File: src/rtl/dcache_wbuf_pkg.sv
// Shared definitions for the D-cache line write buffer.
package dcache_wbuf_pkg;

   localparam int unsigned ADDR_W_DEF = 28;   // line address, byte address bits 31:4
   localparam int unsigned LINE_W_DEF = 128;  // one cache line

   // Memory-port FSM encoding
   typedef logic [1:0] fsm_state_t;
   localparam fsm_state_t StIdle = 2'd0;
   localparam fsm_state_t StRd   = 2'd1;
   localparam fsm_state_t StWr   = 2'd2;

   // Buffer entry layout at the default widths
   typedef struct packed {
      logic                  valid;
      logic [ADDR_W_DEF-1:0] addr;
      logic [LINE_W_DEF-1:0] data;
   } wbuf_entry_t;

endpackage

File: src/rtl/wbuf_entry_array.sv
// Circular store of buffered lines: enqueue at tail, pop at head, in-place data
// update for coalescing, and a combinational address lookup.
module wbuf_entry_array
   import dcache_wbuf_pkg::*;
#(
   parameter int unsigned DEPTH  = 4,
   parameter int unsigned ADDR_W = ADDR_W_DEF,
   parameter int unsigned LINE_W = LINE_W_DEF,
   localparam int unsigned PTR_W = $clog2(DEPTH),
   localparam int unsigned CNT_W = PTR_W + 1
) (
   input  logic              clk,
   input  logic              proc_reset,
   // enqueue at tail
   input  logic              enq_en,
   input  logic [ADDR_W-1:0] enq_addr,
   input  logic [LINE_W-1:0] enq_data,
   // coalescing data overwrite
   input  logic              upd_en,
   input  logic [PTR_W-1:0]  upd_idx,
   input  logic [LINE_W-1:0] upd_data,
   // pop head
   input  logic              pop_en,
   // lookup
   input  logic [ADDR_W-1:0] lookup_addr,
   input  logic              excl_head,
   output logic              hit,
   output logic [PTR_W-1:0]  hit_idx,
   output logic [LINE_W-1:0] hit_data,
   // head entry and occupancy
   output logic              head_valid,
   output logic [PTR_W-1:0]  head_ptr,
   output logic [ADDR_W-1:0] head_addr,
   output logic [LINE_W-1:0] head_data,
   output logic [CNT_W-1:0]  count
);

   typedef struct packed {
      logic              valid;
      logic [ADDR_W-1:0] addr;
      logic [LINE_W-1:0] data;
   } entry_t;

   entry_t           entries_q [DEPTH];
   logic [PTR_W-1:0] head_q;
   logic [PTR_W-1:0] tail_q;
   logic [CNT_W-1:0] count_q;

   // Entry storage, pointers and occupancy; only valid bits need clearing on reset
   always_ff @(posedge clk) begin
      if (proc_reset) begin
         for (int i = 0; i < DEPTH; i++) begin
            entries_q[i].valid <= 1'b0;
         end
         head_q  <= '0;
         tail_q  <= '0;
         count_q <= '0;
      end else begin
         if (enq_en) begin
            entries_q[tail_q].valid <= 1'b1;
            entries_q[tail_q].addr  <= enq_addr;
            entries_q[tail_q].data  <= enq_data;
            tail_q                  <= tail_q + PTR_W'(1);
         end
         if (upd_en) begin
            entries_q[upd_idx].data <= upd_data;
         end
         if (pop_en) begin
            entries_q[head_q].valid <= 1'b0;
            head_q                  <= head_q + PTR_W'(1);
         end
         if (enq_en && !pop_en) begin
            count_q <= count_q + CNT_W'(1);
         end else if (!enq_en && pop_en) begin
            count_q <= count_q - CNT_W'(1);
         end
      end
   end

   // Address match over valid entries; the head may be excluded while it is in flight
   always_comb begin
      hit      = 1'b0;
      hit_idx  = '0;
      hit_data = '0;
      for (int i = 0; i < DEPTH; i++) begin
         if (entries_q[i].valid && (entries_q[i].addr == lookup_addr) &&
             !(excl_head && (PTR_W'(i) == head_q))) begin
            hit      = 1'b1;
            hit_idx  = PTR_W'(i);
            hit_data = entries_q[i].data;
         end
      end
   end

   assign head_valid = entries_q[head_q].valid;
   assign head_ptr   = head_q;
   assign head_addr  = entries_q[head_q].addr;
   assign head_data  = entries_q[head_q].data;
   assign count      = count_q;

endmodule

File: src/rtl/dcache_write_buffer.sv
// Line write buffer between the D-cache memory port and slow data memory.
// Write-backs are acknowledged from the buffer, reads hit buffered lines or
// bypass pending writes, and the buffer drains whenever memory is idle.
module dcache_write_buffer
   import dcache_wbuf_pkg::*;
#(
   parameter int unsigned DEPTH  = 4,
   parameter int unsigned ADDR_W = ADDR_W_DEF,
   parameter int unsigned LINE_W = LINE_W_DEF
) (
   input  logic              clk,
   input  logic              proc_reset,
   input  logic              c_read,
   input  logic              c_write,
   input  logic [ADDR_W-1:0] c_addr,
   input  logic [LINE_W-1:0] c_wdata,
   output logic [LINE_W-1:0] c_rdata,
   output logic              c_ready,
   output logic              mem_read,
   output logic              mem_write,
   output logic [ADDR_W-1:0] mem_addr,
   output logic [LINE_W-1:0] mem_wdata,
   input  logic [LINE_W-1:0] mem_rdata,
   input  logic              mem_ready,
   output logic              buf_empty
);

   localparam int unsigned PTR_W = $clog2(DEPTH);
   localparam int unsigned CNT_W = PTR_W + 1;
   localparam logic [CNT_W-1:0] FULL_CNT = CNT_W'(DEPTH);

   logic              arr_hit;
   logic [PTR_W-1:0]  arr_hit_idx;
   logic [LINE_W-1:0] arr_hit_data;
   logic              head_valid;
   logic [PTR_W-1:0]  head_ptr;
   logic [ADDR_W-1:0] head_addr;
   logic [LINE_W-1:0] head_data;
   logic [CNT_W-1:0]  count;

   fsm_state_t        state_q, state_d;
   logic              c_ready_q, c_ready_d;
   logic [LINE_W-1:0] c_rdata_q, c_rdata_d;
   logic              mem_read_q, mem_write_q;
   logic [ADDR_W-1:0] mem_addr_q, mem_addr_d;
   logic [LINE_W-1:0] mem_wdata_q, mem_wdata_d;
   logic              buf_empty_q, buf_empty_d;

   logic              req_ok, in_wr, head_hit, rd_hit;
   logic              wr_coalesce, wr_enq, rd_hit_ack, rd_miss, pop;
   logic [LINE_W-1:0] rd_hit_data;
   logic [CNT_W-1:0]  count_nxt;

   wbuf_entry_array #(
      .DEPTH  (DEPTH),
      .ADDR_W (ADDR_W),
      .LINE_W (LINE_W)
   ) u_array (
      .clk         (clk),
      .proc_reset  (proc_reset),
      .enq_en      (wr_enq),
      .enq_addr    (c_addr),
      .enq_data    (c_wdata),
      .upd_en      (wr_coalesce),
      .upd_idx     (arr_hit_idx),
      .upd_data    (c_wdata),
      .pop_en      (pop),
      .lookup_addr (c_addr),
      .excl_head   (in_wr),
      .hit         (arr_hit),
      .hit_idx     (arr_hit_idx),
      .hit_data    (arr_hit_data),
      .head_valid  (head_valid),
      .head_ptr    (head_ptr),
      .head_addr   (head_addr),
      .head_data   (head_data),
      .count       (count)
   );

   // Classify the cache request; in RD the held read is the one being serviced
   always_comb begin
      req_ok      = (c_read | c_write) & ~c_ready_q & (state_q != StRd);
      in_wr       = (state_q == StWr);
      head_hit    = in_wr & head_valid & (head_addr == c_addr);
      rd_hit      = arr_hit | head_hit;
      rd_hit_data = arr_hit ? arr_hit_data : head_data;
      wr_coalesce = req_ok & c_write & arr_hit;
      wr_enq      = req_ok & c_write & ~arr_hit & (count < FULL_CNT);
      rd_hit_ack  = req_ok & c_read & rd_hit;
      rd_miss     = req_ok & c_read & ~rd_hit;
      pop         = in_wr & mem_ready;
      count_nxt   = count;
      if (wr_enq && !pop) begin
         count_nxt = count + CNT_W'(1);
      end else if (!wr_enq && pop) begin
         count_nxt = count - CNT_W'(1);
      end
   end

   // Memory-port FSM: read misses win over draining; a miss waiting on a drain
   // goes straight to RD when the write completes
   always_comb begin
      state_d = state_q;
      case (state_q)
         StIdle: begin
            if (rd_miss) begin
               state_d = StRd;
            end else if (count != '0) begin
               state_d = StWr;
            end
         end
         StRd: begin
            if (mem_ready) begin
               state_d = StIdle;
            end
         end
         StWr: begin
            if (mem_ready) begin
               state_d = rd_miss ? StRd : StIdle;
            end
         end
         default: state_d = StIdle;
      endcase
   end

   // Next values of the registered outputs
   always_comb begin
      c_ready_d = rd_hit_ack | wr_coalesce | wr_enq | ((state_q == StRd) & mem_ready);
      c_rdata_d = c_rdata_q;
      if (rd_hit_ack) begin
         c_rdata_d = rd_hit_data;
      end else if ((state_q == StRd) && mem_ready) begin
         c_rdata_d = mem_rdata;
      end
      mem_addr_d  = mem_addr_q;
      mem_wdata_d = mem_wdata_q;
      if ((state_q != StRd) && (state_d == StRd)) begin
         mem_addr_d = c_addr;
      end else if ((state_q == StIdle) && (state_d == StWr)) begin
         mem_addr_d  = head_addr;
         // a write coalescing into the head this very cycle must reach memory
         mem_wdata_d = (wr_coalesce && (arr_hit_idx == head_ptr)) ? c_wdata : head_data;
      end
      buf_empty_d = (count_nxt == '0) && (state_d == StIdle);
   end

   // State and output registers
   always_ff @(posedge clk) begin
      if (proc_reset) begin
         state_q     <= StIdle;
         c_ready_q   <= 1'b0;
         c_rdata_q   <= '0;
         mem_read_q  <= 1'b0;
         mem_write_q <= 1'b0;
         mem_addr_q  <= '0;
         mem_wdata_q <= '0;
         buf_empty_q <= 1'b1;
      end else begin
         state_q     <= state_d;
         c_ready_q   <= c_ready_d;
         c_rdata_q   <= c_rdata_d;
         mem_read_q  <= (state_d == StRd);
         mem_write_q <= (state_d == StWr);
         mem_addr_q  <= mem_addr_d;
         mem_wdata_q <= mem_wdata_d;
         buf_empty_q <= buf_empty_d;
      end
   end

   assign c_ready   = c_ready_q;
   assign c_rdata   = c_rdata_q;
   assign mem_read  = mem_read_q;
   assign mem_write = mem_write_q;
   assign mem_addr  = mem_addr_q;
   assign mem_wdata = mem_wdata_q;
   assign buf_empty = buf_empty_q;

endmodule

File: config.mk
export PLATFORM = sky130hd
export DESIGN_NAME = dcache_write_buffer
export DESIGN_NICKNAME = d
export VERILOG_FILES = /design/src/rtl/dcache_wbuf_pkg.sv /design/src/rtl/wbuf_entry_array.sv /design/src/rtl/dcache_write_buffer.sv
export SDC_FILE = /design/constraint.sdc
export NUM_CORES = 2
export LEC_CHECK = 0
export ABC_AREA = 1
export BUFFER_PORTS_ARGS = -buffer_cell sky130_fd_sc_hd__buf_2
export CORE_MARGIN = 1
export CORE_UTILIZATION = 59
export CTS_CLUSTER_DIAMETER = 60
export DETAILED_ROUTE_END_ITERATION = 12
export PLACE_DENSITY = 0.82
export SYNTH_ARGS = -nofsm -noshare
export SYNTH_HDL_FRONTEND = slang
export SYNTH_SLANG_ARGS = --single-unit
File: constraint.sdc
create_clock -name clk -period 15.97 [get_ports clk]
set_input_delay 0.7985 -clock clk [delete_from_list [all_inputs] [get_ports clk]]
set_output_delay 0.7985 -clock clk [all_outputs]
set_load 0.005 [all_outputs]
After elaboration in Yosys (flattened, before gate mapping)
Memories as Yosys holds them, arrays and structs flattened. A register that Yosys moved wholly into a read port is not among the register bits.
Cells that the tools add are included.
{"block": "totals", "memories": 1, "ramBits": 628, "input_bits": 289, "register_bits": 297, "output_inout_bits": 288, "wordCells": 136}
{"name": "u_array.entries_q", "words": 4, "word_bits": 157, "read_ports": 5, "rd_ports_with_merged_regs": 1, "wr": 4, "line": "wbuf_entry_array.sv:44", "text": "entry_t entries_q [DEPTH];"}
{"block": "classes", "n_eq_ne": 14, "order_cmp": 1, "add_sub_neg": 4, "muxes": 47, "n_reduce_logical": 36, "n_bitwise": 22}
{"cell": "128-bit 2-to-1 mux", "count": 8}
{"cell": "157-bit 2-to-1 mux", "count": 3}
{"cell": "157-bit OR reduction", "count": 3}
{"cell": "28-bit equality test", "count": 5}
{"cell": "28-bit 2-to-1 mux", "count": 2}
{"cell": "2-bit 2-to-1 mux", "count": 13}
{"cell": "1-bit logical AND", "count": 19}
{"cell": "1-bit 2-to-1 mux", "count": 17}
{"cell": "1-bit bitwise AND", "count": 13}
{"cell": "3-bit 2-to-1 mux", "count": 3}
{"cell": "1-bit zero test", "count": 6}
{"cell": "2-bit zero test", "count": 3}
{"cell": "2-bit case mux with 3 select lines", "count": 1}
{"cell": "1-bit OR", "count": 5}
{"cell": "2-bit by 1-bit adder with 2-bit output (second input constant)", "count": 2}
{"cell": "2-bit by 1-bit equality test with 1-bit output (second input constant)", "count": 2}
{"cell": "2-bit equality test (first input constant)", "count": 2}
{"cell": "2-bit equality test (second input constant)", "count": 2}
{"cell": "1-bit inverter", "count": 4}
{"cell": "2-bit nonzero test", "count": 2}
{"cell": "3-bit by 1-bit adder with 3-bit output (second input constant)", "count": 1}
{"cell": "3-bit zero test", "count": 1}
{"cell": "3-bit less-than comparator (second input constant)", "count": 1}
{"cell": "3-bit nonzero test", "count": 1}
{"cell": "5 further kinds", "count": 5}

Longest topological paths before layout
{"block": "logic_depth", "word_depth": 18, "ltp_mapped": 22, "ltp_nobuf": 19}

By module
Synthesis repeated with hierarchy kept, for this count alone.
{"block": "unflattened", "hier_cells": 6921, "area_unflattened_um2": 52786.9}
{"mod": "wbuf_entry_array", "area_per_inst_um2": 37581.0, "instances": 1, "cells_each": 4660}
{"mod": "dcache_write_buffer", "area_per_inst_um2": 15205.8, "instances": 1, "cells_each": 2261}

Worst setup path after synthesis
No wires, ideal clock.
{"block": "synth_timing", "path_kind": "input to register", "start": "input port c_addr[13]", "end": "memory u_array.entries_q[3][0] (netlist name) (enable)", "path_buffers": 2, "path_stages": 17, "required_ps": 15198, "setup_slack_ps": 4270, "t_arrival_ps": 10928, "setup_time_ps": 772, "cell_sequence": "buf_2 -> inv_1 -> nand2_1 -> nand2_1 -> nor2_1 -> nand2_1 -> nor2_1 -> nand2_1 -> inv_1 -> nand2_1 -> nand2_1 -> nor2_4 -> nand3_1 -> nand2_1 -> inv_1 -> clkbuf_1 -> nor3_1"}
{"item": "from (decl)", "line": "dcache_write_buffer.sv:15", "text": "input logic [ADDR_W-1:0] c_addr,"}
{"item": "to (decl)", "line": "wbuf_entry_array.sv:44"}

==> out/metrics.yaml <==
logic_synthesis:
  synth-edff-count: 624
  yosysWarningCount: 0
  synth_nets: 6010
  synth_ff_type: "edfxtp_1"
  async_reset_ff_share_pct: 0
  yosys.area.top_type_share_pct: 40.6
  syn_inst: 5714
  synth_top_cell_by_area: "edfxtp_1"
  netlist_area_sq_um: 46200
  synth.distinct_cells: 41
  synth_area_leaders: "edfxtp_1 41%, dfxtp_1 13%, nand2_1 11%"
  synth-seq-cells: 927
  seq_area_frac_synth_pct: 53.7
  avgSynthCellArea_sq_um: 8.08
cts:
  h-tree-depth: 3
  ctsHoldBuffers: 0
  tritoncts: "done"
  post_cts_resized: 0
  clkLatencyLatePin_ps: 670
  cts.sinks: 927
  postCtsSetupBuffers: 0
  path_clk_slew_ps: 60
  cts_buffers: 97
  cts-root-buf: "clkbuf_16"
  clk_path_buf_depth: 3
layout:
  finalNetCount: 6325
  stdcell_count: 7165
  final_util_pct: 67.6
  final_cell_mix: "1296 x nand2_1, 890 x nor2_1, 624 x edfxtp_1, 576 x buf_2, 515 x o21ai_0"
  drive_above_1_share_pct: 13.8
  syn2layout_area_growth_pct: 13.3
  layout_commonest_cell: "nand2_1"
floorplanning:
  core_area_sq_um: 77500
  die_h_um: 282
  die_w_um: 282
  io_pins: 577
  rows: 102
  initial_utilization_pct: 59.6
  dieArea_sq_um: 79400
pwr:
  ir_drop_mv: 0.0944
  p_sw_share_pct: 31.8
  comb_power_share_pct: 21.9
  p_int_mw: 4.69
  p_clk_share_pct: 34.0
  switching_power_mw: 2.19
  total_power_mw: 6.87
  p_leak_nw: 22.5
  p_per_area_nw_per_um2: 131
  seqPwrFrac_pct: 44.0
global_route:
  grt_pass1_wl_um: 242000
  grt_max_degree: 168
  grt_overflow: 0
  antenna_found_initial: 16
  grtUsageTotal_pct: 39.9
  grt_pass1_vias: 41000
worst_setup_path:
  critical_path_buf_inv_count: 5
  start_kind: "flip-flop"
  cpPeakStageDelay_ps: 770
  arrival_ps: 7320
  slowest_stage: "buf_4"
  critPathCaptureType: "flip-flop"
  critPathMaxFanout: 102
  required_ps: 16550
  path_class: "reg2reg"
  path_cells: "inv_4 -> buf_4 -> nand3_1 -> nand3_1 -> o21ai_0 -> inv_1 -> nand2_1 -> nor2_1 -> nand2_1 -> nor2_1 -> nand2_1 -> nand3_2 -> nand2_8 -> inv_4 -> buf_4 -> o21ai_0 -> nor2_1"
  crit_family: "buffers and inverters"
detailed_routing:
  dr.pass1.iters: 10
  wl_per_cell_um: 22.8
  vias_per_cell: 6.20
  num_vias: 44400
  drt-total-wl_um: 163000
  final_antenna_net_count: 0
  first_iter_violations: 6719
  drc: 0
place:
  dp.cells: 6970
  portBuffers: 576
  dp_hpwl_um: 98500
  place.gp.congestion: 1.03
worst_hold_path:
  min_path_type: "in2reg"
timing:
  period_needed_ps: 6740
  finalClockSkew_ps: 47.9
  fmax_mhz: 148
  slew_headroom_pct: 18.3
  tns_ps: 0
  tightest_slew_ps: 1230
  rsz0062_at_grt: "no"
  finalHoldViolCount: 0
  drv_slew: 0
  min_period_over_period_pct: 42.2
  fin_hold_ws_ps: 428
  setup_viol: 0
job:
  drv_cap: 0
status:
  outcome: "completed"
-- stage by stage --
stage	setup slack, ps	instance area [sq um]
after floorplan	4270	46200
after global placement	9480	49000
after detailed placement	9380	49000
after CTS	9490	52300
after global routing	9080	52300
final	9230	52300
-- flip-flops by register name, summed over array words and instances (netlist names), named ones only --
| name | flops |
|---|---|
| buf_empty | 1 |
| c_rdata | 128 |
| c_ready | 1 |
| mem_addr | 28 |
| mem_read | 1 |
| mem_wdata | 128 |
| mem_write | 1 |
| state_q | 2 |
| u_array.count | 3 |
| u_array.entries_q | 628 |
| u_array.head_ptr | 2 |
| u_array.tail_q | 2 |
-- cell families after synthesis --
logic type | count (synthesis) | synth area share, %
compound gates | 1157 | 13.3
xor+xnor | 9 | 0.187
fa+ha+maj | 7 | 0.190
buf+inv | 800 | 7.33
flops | 927 | 53.7
mux | 51 | 1.11
simple gates | 2763 | 24.2
-- synthesized netlist by cell type (2+ instances only) --
master / number
nand2_1: 1299
dfxtp_1: 303
nand2_2: 3
inv_2: 30
buf_6: 24
buf_4: 16
a31oi_1: 23
xnor2_1: 4
o21ai_1: 146
nand3b_1: 4
a21oi_1: 287
nand2_4: 2
buf_2: 92
ha_1: 7
inv_1: 361
nand4_1: 39
o21ai_0: 515
nor3_1: 77
nand3_1: 436
edfxtp_1: 624
o211ai_1: 53
xor2_1: 4
nor2_1: 895
o22ai_1: 128
mux2i_1: 51
nor2_4: 2
nor2_2: 3
clkbuf_1: 243
buf_1: 31
-- final cells by class --
type                       count  area [sq um]
fill                        6077         25100
multi-input combinational   3987         18100
sequential                   927         24800
antenna                       14          35.0
clock buffer                 133          2740
inverter                     392          1510
clock inverter                48           559
timing repair buffer         624          3270
tap                         1040          1300
-- power by group through the flow --
stage                     Sequential, mW  Combinational, mW  Clock (mW)
after floorplan                     3.05              0.840           0
after CTS                           3.02               1.46        2.33
after global placement              3.06               1.42           0
final                               3.03               1.51        2.34
after global routing                3.05               1.63        2.43
after detailed placement            3.06               1.45           0
-- final timing paths --
path,start,to,slack (ps),depth (start not counted)
worst max-delay path,flip-flop,mem_wdata[43],9230,17
worst min-delay path,mem_rdata[118],c_rdata[118],430,3
worst max register to register,flip-flop,mem_wdata[43],9230,17
worst min register to register,u_array.entries_q[1][156],u_array.entries_q[1][156],490,2
-- worst min-delay path: stages --
cell and delay (ps):
buf_2 80, mux2i_1 50, a21oi_1 120
-- per-layer routing --
layer  track usage (%)  part of all wire (%)  up-vias
li1                  -                     -    19800
met1              52.0                    36    20500
met2              61.8                    45     3487
met3              8.53                    13      598
met4              23.0                   5.9        4
met5                 0                 0.021        -
Note: power is estimated with default switching activity, not from simulation.
